<file path="src/rtl/cache_mux_types.sv">
// Shared types for the cache-side memory path: adaptor FSM states and
// address helpers used by the line/burst adaptor.
package cache_mux_types;

  typedef enum logic [1:0] {
    IDLE  = 2'd0,
    READ  = 2'd1,
    WRITE = 2'd2,
    RESP  = 2'd3
  } adaptor_state_t;

  // Mask that clears the byte-offset bits of a 32-bit address.
  function automatic logic [31:0] line_mask(input int offset_bits);
    return ~((32'd1 << offset_bits) - 32'd1);
  endfunction

endpackage

</file>
<file path="src/rtl/line_beat_buffer.sv">
// One cache line held as an array of burst beats: whole-line load,
// single-beat write, and single-beat read selected by the beat index.
module line_beat_buffer #(
  parameter int s_line    = 256,
  parameter int s_beat    = 64,
  parameter int num_beats = s_line / s_beat,
  parameter int idx_w     = $clog2(num_beats)
) (
  input  logic                   clk,
  input  logic                   rst,
  input  logic                   load_line,
  input  logic [s_line-1:0]      line_in,
  input  logic                   beat_we,
  input  logic [idx_w-1:0]       beat_idx,
  input  logic [s_beat-1:0]      beat_in,
  output logic [s_beat-1:0]      beat_out,
  output logic [s_line-1:0]      line_out
);

  logic [num_beats-1:0][s_beat-1:0] line_q;

  // A full-line load wins over a beat write; the FSM never asks for both.
  always_ff @(posedge clk or posedge rst) begin
    if (rst) begin
      line_q <= '0;
    end else if (load_line) begin
      line_q <= line_in;
    end else if (beat_we) begin
      line_q[beat_idx] <= beat_in;
    end
  end

  assign beat_out = line_q[beat_idx];
  assign line_out = line_q;

endmodule

</file>
<file path="src/rtl/pmem_line_adaptor.sv">
// Turns one 256-bit cache line request into a 4-beat 64-bit memory burst,
// assembling or splitting the line and answering with a one-cycle pmem_resp.
module pmem_line_adaptor
  import cache_mux_types::*;
#(
  parameter int s_offset  = 5,
  parameter int s_line    = 256,
  parameter int s_beat    = 64,
  parameter int num_beats = s_line / s_beat
) (
  input  logic               clk,
  input  logic               rst,
  input  logic [31:0]        pmem_address,
  input  logic               pmem_read,
  input  logic               pmem_write,
  input  logic [s_line-1:0]  pmem_wdata,
  output logic [s_line-1:0]  pmem_rdata,
  output logic               pmem_resp,
  output logic [31:0]        burst_address,
  output logic               burst_read,
  output logic               burst_write,
  output logic [s_beat-1:0]  burst_wdata,
  input  logic [s_beat-1:0]  burst_rdata,
  input  logic               burst_resp
);

  localparam int cnt_w = $clog2(num_beats);
  localparam logic [cnt_w-1:0] last_beat = cnt_w'(num_beats - 1);
  localparam logic [31:0] addr_mask = line_mask(s_offset);

  adaptor_state_t   state;
  logic [cnt_w-1:0] cnt;
  logic [31:0]      addr_q;
  logic             load_line;
  logic             beat_we;

  // Requests are only sampled in IDLE; write takes priority over read.
  always_ff @(posedge clk or posedge rst) begin
    if (rst) begin
      state  <= IDLE;
      cnt    <= '0;
      addr_q <= '0;
    end else begin
      unique case (state)
        IDLE: begin
          if (pmem_write) begin
            addr_q <= pmem_address & addr_mask;
            cnt    <= '0;
            state  <= WRITE;
          end else if (pmem_read) begin
            addr_q <= pmem_address & addr_mask;
            cnt    <= '0;
            state  <= READ;
          end
        end
        READ, WRITE: begin
          if (burst_resp) begin
            cnt <= cnt + cnt_w'(1);
            if (cnt == last_beat) begin
              state <= RESP;
            end
          end
        end
        RESP: state <= IDLE;
        default: state <= IDLE;
      endcase
    end
  end

  assign load_line = (state == IDLE) && pmem_write;
  assign beat_we   = (state == READ) && burst_resp;

  line_beat_buffer #(
    .s_line    (s_line),
    .s_beat    (s_beat),
    .num_beats (num_beats),
    .idx_w     (cnt_w)
  ) u_buffer (
    .clk       (clk),
    .rst       (rst),
    .load_line (load_line),
    .line_in   (pmem_wdata),
    .beat_we   (beat_we),
    .beat_idx  (cnt),
    .beat_in   (burst_rdata),
    .beat_out  (burst_wdata),
    .line_out  (pmem_rdata)
  );

  assign burst_address = addr_q;
  assign burst_read    = (state == READ);
  assign burst_write   = (state == WRITE);
  assign pmem_resp     = (state == RESP);

endmodule
</file>
<file path="config.mk">
export PLATFORM = sky130hd
export DESIGN_NAME = pmem_line_adaptor
export DESIGN_NICKNAME = d
export VERILOG_FILES = /design/src/rtl/cache_mux_types.sv /design/src/rtl/line_beat_buffer.sv /design/src/rtl/pmem_line_adaptor.sv
export SDC_FILE = /design/constraint.sdc
export NUM_CORES = 1
export LEC_CHECK = 0
export ABC_AREA = 0
export CAP_MARGIN = 15
export CORE_AREA = 2 2 276 278
export CTS_CLUSTER_DIAMETER = 30
export CTS_CLUSTER_SIZE = 30
export DETAILED_ROUTE_END_ITERATION = 16
export DIE_AREA = 0 0 278 280
export RECOVER_POWER = 50
export REMOVE_ABC_BUFFERS = 1
export SLEW_MARGIN = 20
export SYNTH_ARGS = -nofsm -noshare
export SYNTH_HDL_FRONTEND = slang
export SYNTH_SLANG_ARGS = --single-unit
</file>
<file path="constraint.sdc">
create_clock -name clk -period 10.95 [get_ports clk]
set_input_delay 2.7375 -clock clk [delete_from_list [all_inputs] [get_ports clk]]
set_output_delay 2.7375 -clock clk [all_outputs]
set_load 0.005 [all_outputs]
</file>
; ---- Word level (Yosys, flattened, before mapping)
; Index checks and enable logic that the tools add are counted.
[word_totals]
register_bits = 292
inputBits = 357
output_inout_bits = 355
word_cells = 46
[op_classes]
n_addsub = 1
order_cmp = 2
eq_ne = 7
mux = 18
reduce_logical = 11
[ops]
columns = op, n
row1 = 256-bit two-way mux, 2
row2 = 256-bit bitwise mux, 1
row3 = 64-bit binary-select mux with 2-bit select, 1
row4 = 64-bit demux with 2-bit select, 1
row5 = 64-bit two-way mux, 2
row6 = 32-bit two-way mux, 2
row7 = 2-bit two-way mux, 7
row8 = "2-bit == test, second input constant", 3
row9 = 2-bit one-hot mux with 3 select lines, 1
row10 = 3-bit AND reduction, 2
row11 = 2-bit nonzero test, 3
row12 = "2-bit inequality test, second input constant", 2
row13 = 2-bit one-hot mux with 2 select lines, 1
row14 = 1-bit logical AND, 3
row15 = "2-bit by 3-bit less-than comparator with 1-bit output, second input constant", 1
row16 = "3-bit inequality test, second input constant", 1
row17 = "2-bit by 1-bit adder with 2-bit output, second input constant", 1
row18 = "2-bit by 1-bit == test with 1-bit output, second input constant", 1
row19 = "2-bit by 1-bit >= comparator with 1-bit output, second input constant", 1
row20 = 2-bit zero test, 1
row21 = 2-bit AND reduction, 1
row22 = 2-bit OR reduction, 1

; ---- Longest topological paths before layout
[depth]
word_depth = 7
ltp_mapped = 11
mapped_depth_nobuf = 5

; ---- By module
; Synthesis repeated with hierarchy kept, for this count alone.
[hier_totals]
hier_cells = 1576
area_unflattened_um2 = 15333.5
[by_module_without_submodules]
columns = module, instances, cells_each, area_each_um2, seq_area_each_um2
row1 = line_beat_buffer, 1, 1481, 13883.3, 6406.1
row2 = pmem_line_adaptor, 1, 95, 1450.1, 775.7

; ---- Least setup slack after synthesis
; OpenSTA, ideal clock, no wires.
[synth_timing]
kind = reg-to-output
startpoint = register cnt[1]
endpoint = output burst_wdata[45]
arrival_time_ps = 1352
required_ps = 8213
path_slack_ps = 6861
path_stages_with_launch = 5
n_path_buf = 3
path_cell_list = dfrtp_1 -> clkbuf_2 -> buf_6 -> buf_6 -> mux4_2
[synth_between]
elab_chain_len = 2
[synth_rtl]
columns = item, line
row1 = start: declaration, pmem_line_adaptor.sv:32  ; logic [cnt_w-1:0] cnt;
row2 = start signal: assignment, pmem_line_adaptor.sv:58  ; cnt <= cnt + cnt_w'(1);
row3 = 64-bit binary-select mux with 2-bit select, line_beat_buffer.sv:33  ; assign beat_out = line_q[beat_idx];
row4 = 64-bit two-way mux (not written as such), line_beat_buffer.sv:33
row5 = end: declaration, pmem_line_adaptor.sv:22  ; output logic [s_beat-1:0] burst_wdata,
; No other way between the ends. The select of a mux whose other input is x is not followed.

; ---- Final worst setup path
[layout_timing]
startpoint = register cnt[1]
endpoint = output burst_wdata[19]
; The elaborated chain is that of the path after synthesis.

==> impl_results.md <==
* Multi-input logic area at 7629 µm²
* GRT Total Usage at 0.1796
* Die width at 278 µm
* Chip height at 280 µm
* Hold Startpoint: burst_address[9]
* Post-synth EDFFs at 0
* # diodes at 0
* Pins over their slew limit at 446
* Area leader, netlist: dfrtp_1
* TritonCTS clock tree: yes
* Synth area leaders: dfrtp_1 (45%), a31oi_1 (10%), and3_1 (10%)
* Power per cell area at 306.8 nW/µm²
* Per-cell routed wire length at 21.97 µm
* WS Path Type: reg2out
* Reg2reg path depth at 7
* PortBufs at 701
* DRT iter0 DRCs at 846
* Critical path startpoint: cnt[1]
* NumNets Final at 2,628
* Via/cell ratio at 4.925
* Placed wire-length estimate at 47.98 mm
* Cells after Synth at 1,639
* Share of the synthesized area in the top cell type at 0.4475
* Share of post-route cells with drive strength above 1 at 0.1093
* Hold Path Depth at 1
* Core area at 75,190 µm²
* Yosys reg bits at 287
* Clock latency at the later pin of the worst-skew pair at 610 ps
* Max Cap Viol at 9
* FMAX at 0.1281 GHz
* Peak supply drop at 145.1 µV
* Final Skew at 27.02 ps
* Status: finished, violations left
* Power Total at 8.074 mW
* CTS clk-pin slew, worst paths at 40 ps
* Setup TNS at 0 ps
* Placed cells at 3,151
* Largest net degree at the start of global routing at 132
* Crit. End Element: output port
* Number of distinct library cells after synthesis at 33
* # rows at 101
* CTS H-tree depth at 3
* Fin crit share at 0.7129
* Filler instances at 7,662
* Setup Fix Bufs, Post-CTS at 0
* Initial Utilization at 0.2135
* Most common cell after layout, fill and taps aside: clkdlybuf4s50_1
* Post-synthesis instance area at 16,050 µm²
* Final WL at 72.78 mm
* Clock buffer depth at 3
* Most Used Layer, Global Route: met2
* GRT overflow at 0
* Non-filler instance count after layout at 3,312
* Final min period at 7806 ps
* Hold WS at 477.5 ps
* Hold crit path type: reg2reg
* P&R area growth vs syn at 63.95%
* I/O pin count at 712
* DRC Markers at 0
* Final Setup Violations at 0
* Register area at 7186 µm²
* Final hold violation count at 0
* Slew @ Worst Pin at 4625 ps
* Initial antenna violation count at 1
* M2 GR Usage at 0.2979
* Register area share after synthesis at 0.4475
* Asr flop ratio synth at 1.000
* Clock sinks at 287
* Failing checks: capacitance limit, slew limit
* Synth warn at 0
* First-pass GRT wire length at 107.0 mm
* Most frequent cells in the layout: clkdlybuf4s50_1 (519), dfrtp_1 (286), nand2_1 (258)
* Static Leak at 11.50 nW
* Post-CTS sizing at 0
* RSZ-0062 raised after global routing: false
* Type of origin of the critical path: flip-flop
* Reg-to-Reg Start: cnt[1]
* Root Buffer: clkbuf_16
* DR pass1 iterations at 7
* Max FO, Critical Path at 38
* CP Data Required Time at 8210 ps
* GRT met1 Usage at 0.2150
* WP data arrival at 5070 ps
* Most used flip-flop cell after synthesis: dfrtp_1
* M3 GR Usage at 0.05687
* Headroom to the max-slew limit at -2.100
* Mapped Avg Cell Area at 9.793 µm²
* Die area at 77,840 µm²
* ANT nets after route at 0
* Vias in the first global route at 16,370
* GPL Wtd Cong at 0.8153
* TritonCTS buffer count at 86
* CTS Hold Bufs at 0
* Via count at 16,310
-- power by group --
part	internal (mW)	switching, mW	leakage (nW)
clock network	1.83	0.782	1.49
logic	1.76	1.70	6.23
registers	1.53	0.480	3.79
-- registers in the layout, summed over array words and instances (netlist names) --
register and flops:
cnt 2, burst_address 27, state 2, u_buffer.line_out 256
-- layout make-up --
cell class | count | area share
Tap cell | 978 | 0.04650
Clock inverter | 51 | 0.02496
Multi-Input combinational cell | 1156 | 0.2899
Clock buffer | 110 | 0.09138
Sequential cell | 287 | 0.2731
Inverter | 5 | 0.0007607
Timing Repair Buffer | 725 | 0.2734
-- cell families (layout without fill, tap and decap cells) --
kind of cell / count (synthesis) / after routing / share of synthesized area
DFF: 287 / 287 / 0.4475
other: 1 / 5 / 0.0002336
adders and majority gates: 10 / 10 / 0.007795
buffers and inverters: 200 / 891 / 0.07889
AOI/OAI and AO/OA: 525 / 525 / 0.1865
and+or+nand+nor: 522 / 522 / 0.1639
muxes: 94 / 94 / 0.1153
-- through the flow --
stage / setup slack [ps] / instance area, µm² / utilization
after floorplan: 291.8 / 14820 / -
after global placement: 5058 / 23410 / 0.3113
after detailed placement: 5061 / 23410 / 0.3113
after CTS: 4414 / 26470 / 0.3520
after global routing: 2613 / 26320 / 0.3500
final: 3144 / 26320 / 0.3500
-- per-layer routing --
metal	part of all wire	vias to the layer above
met3	0.092	159
met4	0.035	0
li1	-	7368
met2	0.48	841
met1	0.39	7945
met5	0	-
-- worst max-delay path, stage by stage, from the launching register on --
cell	delay [ps]
dfrtp_1	2310
buf_4	970
mux4_2	640
clkdlybuf4s50_1	540
-- path summary, 6_finish.rpt --
check	slack, ps	to
worst max-delay path	3140	burst_wdata[19]
worst min-delay path	480	burst_address[9]
worst max register to register	3300	u_buffer.line_out[141]
worst min register to register	480	burst_address[9]
max in group asynchronous	4530	u_buffer.line_out[215]
min in group asynchronous	4000	u_buffer.line_out[91]
-- Yosys cell counts, types with 3 or more instances --
master,n
dfrtp_1,287
and3_1,256
nand2_1,258
a21oi_1,3
a31oi_1,256
ha_1,10
a32oi_1,3
clkbuf_2,6
buf_2,62
buf_6,40
mux4_2,64
o21ai_1,247
clkbuf_1,58
mux2_2,7
mux2i_1,3
o21ai_0,11
inv_1,5
buf_4,26
mux2_4,20
No activity file was read; power rests on OpenSTA's default activity.
